File: config.mk
export PLATFORM = sky130hd
export DESIGN_NAME = bcd_seq_converter
export DESIGN_NICKNAME = d
export VERILOG_FILES = /design/src/rtl/bcd_seq_converter.sv
export SDC_FILE = /design/constraint.sdc
export NUM_CORES = 1
export LEC_CHECK = 0
export ABC_AREA = 1
export CORE_MARGIN = 1.5
export CORE_UTILIZATION = 55
export DETAILED_ROUTE_END_ITERATION = 12
export GPL_ROUTABILITY_DRIVEN = 0
export GPL_TIMING_DRIVEN = 1
export PLACE_DENSITY = 0.84
export SLEW_MARGIN = 20
export SYNTH_ARGS = -nofsm -noshare
export SYNTH_HDL_FRONTEND = slang
export SYNTH_SLANG_ARGS = --single-unit
File: constraint.sdc
create_clock -name clk -period 2.4 [get_ports clk]
set_clock_uncertainty 0.15 [all_clocks]
set_input_delay 0.24 -clock clk [delete_from_list [all_inputs] [get_ports clk]]
set_output_delay 0.24 -clock clk [all_outputs]
set_load 0.005 [all_outputs]
File: src/rtl/bcd_seq_converter.sv
// Sequential binary-to-BCD converter (double-dabble, one input bit per clock); optional BCD_SEQ_BLANK_EN adds leading-zero blank_mask.
// Latency: out_valid rises WIDTH edges after the accepting edge; one conversion per WIDTH+2 cycles at best.
// Backpressure: in_ready only in IDLE; result, overflow and blank_mask are held in DONE until out_ready.
module bcd_seq_converter #(
  parameter int WIDTH  = 10,
  parameter int DIGITS = 4
) (
  input  logic                  clk,
  input  logic                  rst_n,
  input  logic                  in_valid,
  output logic                  in_ready,
  input  logic [WIDTH-1:0]      bin_in,
  output logic                  out_valid,
  input  logic                  out_ready,
  output logic [4*DIGITS-1:0]   bcd_out,
  output logic                  overflow,
  output logic                  busy
`ifdef BCD_SEQ_BLANK_EN
  ,
  output logic [DIGITS-1:0]     blank_mask
`endif
);

  localparam int CW = $clog2(WIDTH + 1);

  typedef enum logic [1:0] {
    IDLE    = 2'd0,
    CONVERT = 2'd1,
    DONE    = 2'd2
  } state_t;

  state_t                state, state_nxt;
  logic [WIDTH-1:0]      shift_reg, shift_nxt;
  logic [4*DIGITS-1:0]   digits, digits_adj, digits_nxt;
  logic                  carry_out;
  logic [CW-1:0]         count;
  logic                  ovf;
  logic                  accept;
  logic                  last_iter;

  // State register
  always_ff @(posedge clk or negedge rst_n) begin
    if (!rst_n) begin
      state <= IDLE;
    end else begin
      state <= state_nxt;
    end
  end

  // Next-state and handshake outputs
  always_comb begin
    state_nxt = state;
    in_ready  = 1'b0;
    out_valid = 1'b0;
    busy      = 1'b0;
    accept    = 1'b0;
    case (state)
      IDLE: begin
        in_ready = 1'b1;
        if (in_valid) begin
          accept    = 1'b1;
          state_nxt = CONVERT;
        end
      end
      CONVERT: begin
        busy = 1'b1;
        if (count == CW'(1)) begin
          state_nxt = DONE;
        end
      end
      DONE: begin
        out_valid = 1'b1;
        if (out_ready) begin
          state_nxt = IDLE;
        end
      end
      default: state_nxt = IDLE;
    endcase
  end

  // One double-dabble iteration: add 3 to digits >= 5, then shift {digits, shift_reg} left.
  // Whatever leaves the top digit is a multiple of 10^DIGITS, so the digits keep value mod 10^DIGITS.
  always_comb begin
    digits_adj = digits;
    for (int k = 0; k < DIGITS; k++) begin
      if (digits[4*k +: 4] >= 4'd5) begin
        digits_adj[4*k +: 4] = digits[4*k +: 4] + 4'd3;
      end
    end
    {carry_out, digits_nxt, shift_nxt} = {digits_adj, shift_reg, 1'b0};
    last_iter = (state == CONVERT) && (count == CW'(1));
  end

  // Datapath: load on accept, iterate while converting, hold otherwise
  always_ff @(posedge clk or negedge rst_n) begin
    if (!rst_n) begin
      shift_reg <= '0;
      digits    <= '0;
      ovf       <= 1'b0;
      count     <= '0;
    end else if (accept) begin
      shift_reg <= bin_in;
      digits    <= '0;
      ovf       <= 1'b0;
      count     <= CW'(WIDTH);
    end else if (state == CONVERT) begin
      shift_reg <= shift_nxt;
      digits    <= digits_nxt;
      ovf       <= ovf | carry_out;
      count     <= count - CW'(1);
    end
  end

  assign bcd_out  = digits;
  assign overflow = ovf;

`ifdef BCD_SEQ_BLANK_EN
  logic [DIGITS-1:0] blank_nxt;
  logic              hi_zero;

  // Leading-zero mask from the final digits; ones digit never blanked, nothing blanked on overflow
  always_comb begin
    blank_nxt = '0;
    hi_zero   = 1'b1;
    for (int k = DIGITS - 1; k >= 1; k--) begin
      hi_zero      = hi_zero & (digits_nxt[4*k +: 4] == 4'd0);
      blank_nxt[k] = hi_zero;
    end
    if (ovf | carry_out) begin
      blank_nxt = '0;
    end
  end

  // Capture the mask on the edge that enters DONE
  always_ff @(posedge clk or negedge rst_n) begin
    if (!rst_n) begin
      blank_mask <= '0;
    end else if (last_iter) begin
      blank_mask <= blank_nxt;
    end
  end
`endif

endmodule

==> results of run 1 <==
routing by layer:
| layer | part of all wire, % | wire (um) | global-route usage, % |
|---|---|---|---|
| met5 | 0 | 0 | 0 |
| met1 | 46 | 1640 | 27.3 |
| met2 | 47 | 1680 | 37.0 |
| met4 | 1.5 | 52 | 8.57 |
| met3 | 4.9 | 174 | 6.71 |
through the flow:
stage / std cells / power [uW] / hold slack (ns) / instance area [um2]
2_1_floorplan: 230 / 2060 / -0.206 / 1780
3_3_place_gp: 305 / 2560 / 0.316 / 2160
3_5_place_dp: 305 / 2610 / 0.333 / 2160
4_1_cts: 312 / 2930 / 0.160 / 2210
5_1_grt: 312 / 3200 / 0.175 / 2210
6_report: 312 / 2910 / 0.156 / 2210
final cells by class:
| class | count | area (um2) | area share [%] |
|---|---|---|---|
| clock buffer | 7 | 55.1 | 2.49 |
| inverter | 27 | 101 | 4.58 |
| multi-input combinational | 165 | 822 | 37.2 |
| sequential | 33 | 826 | 37.3 |
| tap | 44 | 55.1 | 2.49 |
| timing repair buffer | 36 | 353 | 16.0 |
kinds of logic (layout without fill, tap and decap cells):
kind of cell / Yosys count / in the layout
and+or+nand+nor: 130 / 130
AOI/OAI and AO/OA: 24 / 24
buffers and inverters: 32 / 70
xor gates and xnor gates: 1 / 1
DFF: 33 / 33
adders and majority gates: 10 / 10
worst register-to-register path: cells and delay by family, from the launching register on:
family	cells	cell delay [ns]
compound gates	1	0.17
buf+inv	2	0.18
flops	1	0.46
fa+ha+maj	1	0.21
simple gates	3	0.29
worst max-delay path by stage:
| stage | from | end | slack [ns] | cells past startpoint |
|---|---|---|---|---|
| detailed placement | state[1]$_DFFE_PN0P_ | out_valid | 0.89 | 3 |
| global route | state[1]$_DFFE_PN0P_ | out_valid | 0.43 | 3 |
| global placement | state[1]$_DFFE_PN0P_ | out_valid | 0.92 | 3 |
| CTS | state[1]$_DFFE_PN0P_ | out_valid | 0.51 | 3 |
| floorplan | bcd_out[12]$_DFFE_PN0P_ | bcd_out[13]$_DFFE_PN0P_ | 1.07 | 8 |
| finish | state[1]$_DFFE_PN0P_ | out_valid | 0.54 | 3 |
Yosys cell counts (3+ instances only):
cell | count | area, um2
buf_2 | 3 | 15.0
nor2_1 | 3 | 11.3
dfrtp_1 | 33 | 826
a21oi_1 | 4 | 20.0
nand2_1 | 90 | 338
o21ai_0 | 7 | 35.0
nand3_1 | 27 | 135
inv_2 | 3 | 11.3
o22ai_1 | 6 | 37.5
ha_1 | 10 | 125
inv_1 | 24 | 90.1
nand4_1 | 9 | 56.3
o21ai_1 | 4 | 20.0
power groups by stage:
stage,Combinational [uW],Clock [uW],Sequential (uW)
2_1_floorplan,1040,0,1020
3_3_place_gp,1510,0,1050
3_5_place_dp,1550,0,1060
4_1_cts,1560,326,1050
5_1_grt,1760,349,1090
6_report,1550,316,1050
==> qor.yml, run 1 <==
num-fill-cells: 252
initial_utilization_pct: 57.9
antenna_found_initial: 0
combPwrFrac_pct: 53.1
synth_top_family_by_area: "simple AND/OR/NAND/NOR gates"
seqPwrFrac_pct: 36.1
final_util_pct: 71.9
slowest_stage: "clkdlybuf4s50_1"
grt_use_total_pct: 22.3
path_buf_inv: 2
syn-num-nets: 254
gr-total-overflow: 0
post-place-ws_ns: 0.890
grt_pass1_wl_mm: 5.96
tightest_slew_ns: 0.415
r2r_setup_slack_ns: 0.86
nets: 292
cp_top_family: "buffers and inverters"
vias: 1618
clk_latency_ns: 0.33
worstPathArrival_ns: 1.47
ys.flop_type: "dfrtp_1"
synth_simple_gate_area_share_pct: 30.9
dieArea_um2: 3590
ys_warn_count: 0
p_int_uw: 1660
yosysUniqueCellTypes: 19
yosys_register_bits: 33
async_flop_share_pct: 100
netSwitchingFraction_pct: 43.0
crit_fanout: 3
die_y_um: 59.9
seq_area_frac_synth_pct: 46.3
row_count: 20
ant_nets: 0
netlist_area_um2: 1780
final_max_slew_viol_count: 0
grt_start_max_net_pins: 34
power_density_nw_per_um2: 1320
max_freq_mhz: 537
fin_crit_sh_pct: 77.5
vdd_drop_max_v: 0.000773
slew-limit-headroom_pct: 72.3
cts_tree: "yes"
first_iter_violations: 104
cts_max_level: 2
syn_to_final_growth_pct: 24.1
period_minus_slack_ns: 1.86
avgSynthCellArea_um2: 7.75
drt_wl_total_mm: 3.55
end_kind: "primary output"
crit_path_cell_trace: "inv_1 -> nor2_1 -> clkdlybuf4s50_1"
core_region_area_um2: 3080
grt_pass1_vias: 1430
synth_compound_area_share_pct: 7.65
clockPowerShare_pct: 10.8
largest_reg_flops: 16
n_antenna_cell: 0
startpoint_type: "register"
crit_required_ns: 2.01
crit_type: "reg -> out"
cts_max_path_buffers: 2
power.static_leakage_uw: 0.00110
hold_viol_final: 0
io_pins: 34
hpwl_mm: 2.48
setup_viol_count_final: 0
synthAdderAreaFrac_pct: 7.02
final_common_cell: "nand2_1"
post_drt_via_cell_ratio: 5.19
hp-class: "in -> async"
cts.clk_slew.worst_paths_ns: 0.10
die_x_um: 59.9
drive_gt1_share_pct: 5.22
cts.sinks: 33
cts_hold_buffers: 0
setup_ws_ns: 0.539
cts_root_buf: "clkbuf_4"
syn_inst: 230
port_buffers: 33
critPathMaxStageDelay_ns: 0.52
synth-edff-count: 0
synth-xor-area-share_pct: 0.491
switching_power_uw: 1250
r2r_start: "bcd_out[12]$_DFFE_PN0P_"
dr.pass1.iters: 4
tns_ns: 0
rsz0062_at_grt: "no"
most-common-layout-cells: "nand2_1 (90), dfrtp_1 (33), clkdlybuf4s50_1 (33)"
cap_violations: 0
synth_mux_area_share_pct: 0
post_cts_buffers: 0
ctsResizeCount: 0
rr_worst_depth: 7
wl_per_cell_um: 11.4
timing.rr.end: "overflow$_DFFE_PN0P_"
status: "finished clean"
drc: 0
cts_inserted_buffers: 5
Power figures use the tool's default switching activity.
==> run 2, diff against run 1 <==
--- a/config.mk
+++ b/config.mk
@@ -7,11 +7,11 @@
 export LEC_CHECK = 0
 export ABC_AREA = 1
 export CORE_MARGIN = 1.5
-export CORE_UTILIZATION = 55
+export CORE_UTILIZATION = 51
 export DETAILED_ROUTE_END_ITERATION = 12
 export GPL_ROUTABILITY_DRIVEN = 0
 export GPL_TIMING_DRIVEN = 1
-export PLACE_DENSITY = 0.84
+export PLACE_DENSITY = 0.79
 export SLEW_MARGIN = 20
 export SYNTH_ARGS = -nofsm -noshare
 export SYNTH_HDL_FRONTEND = slang
==> constraint.sdc (replaced) <==
create_clock -name clk -period 1.95 [get_ports clk]
set_clock_uncertainty 0.15 [all_clocks]
set_input_delay 0.195 -clock clk [delete_from_list [all_inputs] [get_ports clk]]
set_output_delay 0.195 -clock clk [all_outputs]
set_load 0.005 [all_outputs]
==> run 2 against run 1 <==
Sequential share of layout area down 0.83 points. Clock power increased by 100%. Critical path depth unchanged. Combinational power increased by 25%. Global-route usage shrank 0.33 points. Routed wire length up 7.5%. Sequential power rose by 23%. Sequential cell count is the same. First-iteration DRC count grew 25%. Cell count rose by 0.96%. Worst hold slack worse by 0.060 ns. Die area is 7.4% higher. Critical endpoint unchanged. Largest power group unchanged.
==> qor.yml, run 2 (synthesis gave the netlist of run 1 again) <==
dieArea_um2: 3860
cts_max_path_buffers: 2
vdd_drop_max_v: 0.00129
fin_cells: 315
die_x_um: 62.1
power_density_nw_per_um2: 1710
hold_viol_final: 0
r2r_start: "bcd_out[8]$_DFFE_PN0P_"
cts_hold_buffers: 0
wl_per_cell_um: 12.1
cts_root_buf: "clkbuf_4"
critPathMaxStageDelay_ns: 0.52
syn_to_final_growth_pct: 26.9
clk_latency_ns: 0.34
grt_pass1_vias: 1562
n_antenna_cell: 0
crit_required_ns: 1.60
io_pins: 34
row_count: 21
hp-class: "in -> async"
worstPathArrival_ns: 1.48
cts_tree: "yes"
drt_wl_total_mm: 3.81
grt_use_total_pct: 22.0
core_region_area_um2: 3340
antenna_found_initial: 0
status: "finished clean"
startpoint: "state[1]$_DFFE_PN0P_"
startpoint_type: "register"
tightest_slew_ns: 0.419
vias: 1628
ant_nets: 0
setup_viol_count_final: 0
period_minus_slack_ns: 1.83
rsz0062_at_grt: "no"
post_cts_buffers: 0
cp_top_family: "buffers and inverters"
most-common-layout-cells: "nand2_1 (90), dfrtp_1 (33), clkdlybuf4s50_1 (33)"
grt_start_max_net_pins: 34
crit_type: "reg -> out"
slowest_stage: "clkdlybuf4s50_1"
crit_path_cell_trace: "inv_1 -> nor2_1 -> clkdlybuf4s50_1"
final_common_cell: "nand2_1"
port_buffers: 33
initial_utilization_pct: 53.4
end_kind: "primary output"
hpwl_mm: 2.65
drive_gt1_share_pct: 5.95
fin_crit_sh_pct: 93.8
slew-limit-headroom_pct: 72.0
place_inst: 307
post_drt_via_cell_ratio: 5.17
drc: 0
power.static_leakage_uw: 0.00113
cts.clk_slew.worst_paths_ns: 0.10
cap_violations: 0
tns_ns: 0
crit_fanout: 3
cts_max_level: 2
gr-total-overflow: 0
dr.pass1.iters: 5
final_max_slew_viol_count: 0
grt_pass1_wl_mm: 6.80
first_iter_violations: 130
max_freq_mhz: 547
largest_reg_flops: 16
die_y_um: 62.1
path_buf_inv: 2
cts.sinks: 33
ctsResizeCount: 0
nets: 292
cts_inserted_buffers: 5
[run 2: cell types whose count changed in the layout (fill, tap and decap cells not counted), sizes merged]
cell and delta:
clkbuf -2, bufinv +2, clkinv +1
[run 2: layout make-up]
cell class,instances,area (um2)
clock buffers,5,37.5
clock inverters,3,65.1
fillers,314,1070
inverters,27,101
multi-input cells,165,822
flip-flops and latches,33,826
well taps,46,57.6
repair buffers,36,353
[run 2: metrics by stage]
step	util (%)	hold WS, ns	setup WS (ns)	power [uW]	area [um2]
5_1_grt	67.8	0.154	0.0256	4240	2260
6_report	67.8	0.0961	0.120	3870	2260
3_3_place_gp	64.7	0.315	0.490	3170	2160
3_5_place_dp	64.7	0.331	0.434	3240	2160
2_1_floorplan	-	-0.251	0.615	2530	1780
4_1_cts	67.8	0.108	0.109	3900	2260
[run 2: path summary, 6_finish.rpt]
check                                            to  cells after the start  slack [ns]
min in group clk           shift_reg[6]$_DFFE_PN0P_                      3        0.25
max in group asynchronous      state[0]$_DFFE_PN0P_                      2        1.25
hold / removal              bcd_out[11]$_DFFE_PN0P_                      2         0.1
hold reg to reg            shift_reg[2]$_DFFE_PN0P_                      2        0.35
setup / recovery                          out_valid                      3        0.12
setup reg to reg            bcd_out[12]$_DFFE_PN0P_                      7        0.42
[run 2: where the power goes]
part           switching (uW)  internal [uW]  total (uW)
clock                     245            397         642
combinational            1060            880        1940
sequential                292            997        1290
total                    1600           2270        3870
[run 2: per-layer routing]
metal / part of all wire [%] / GRT usage (%)
met1: 46 / 27.8
met2: 48 / 37.5
met3: 4.7 / 3.99
met4: 1.5 / 8.89
met5: 0 / 0
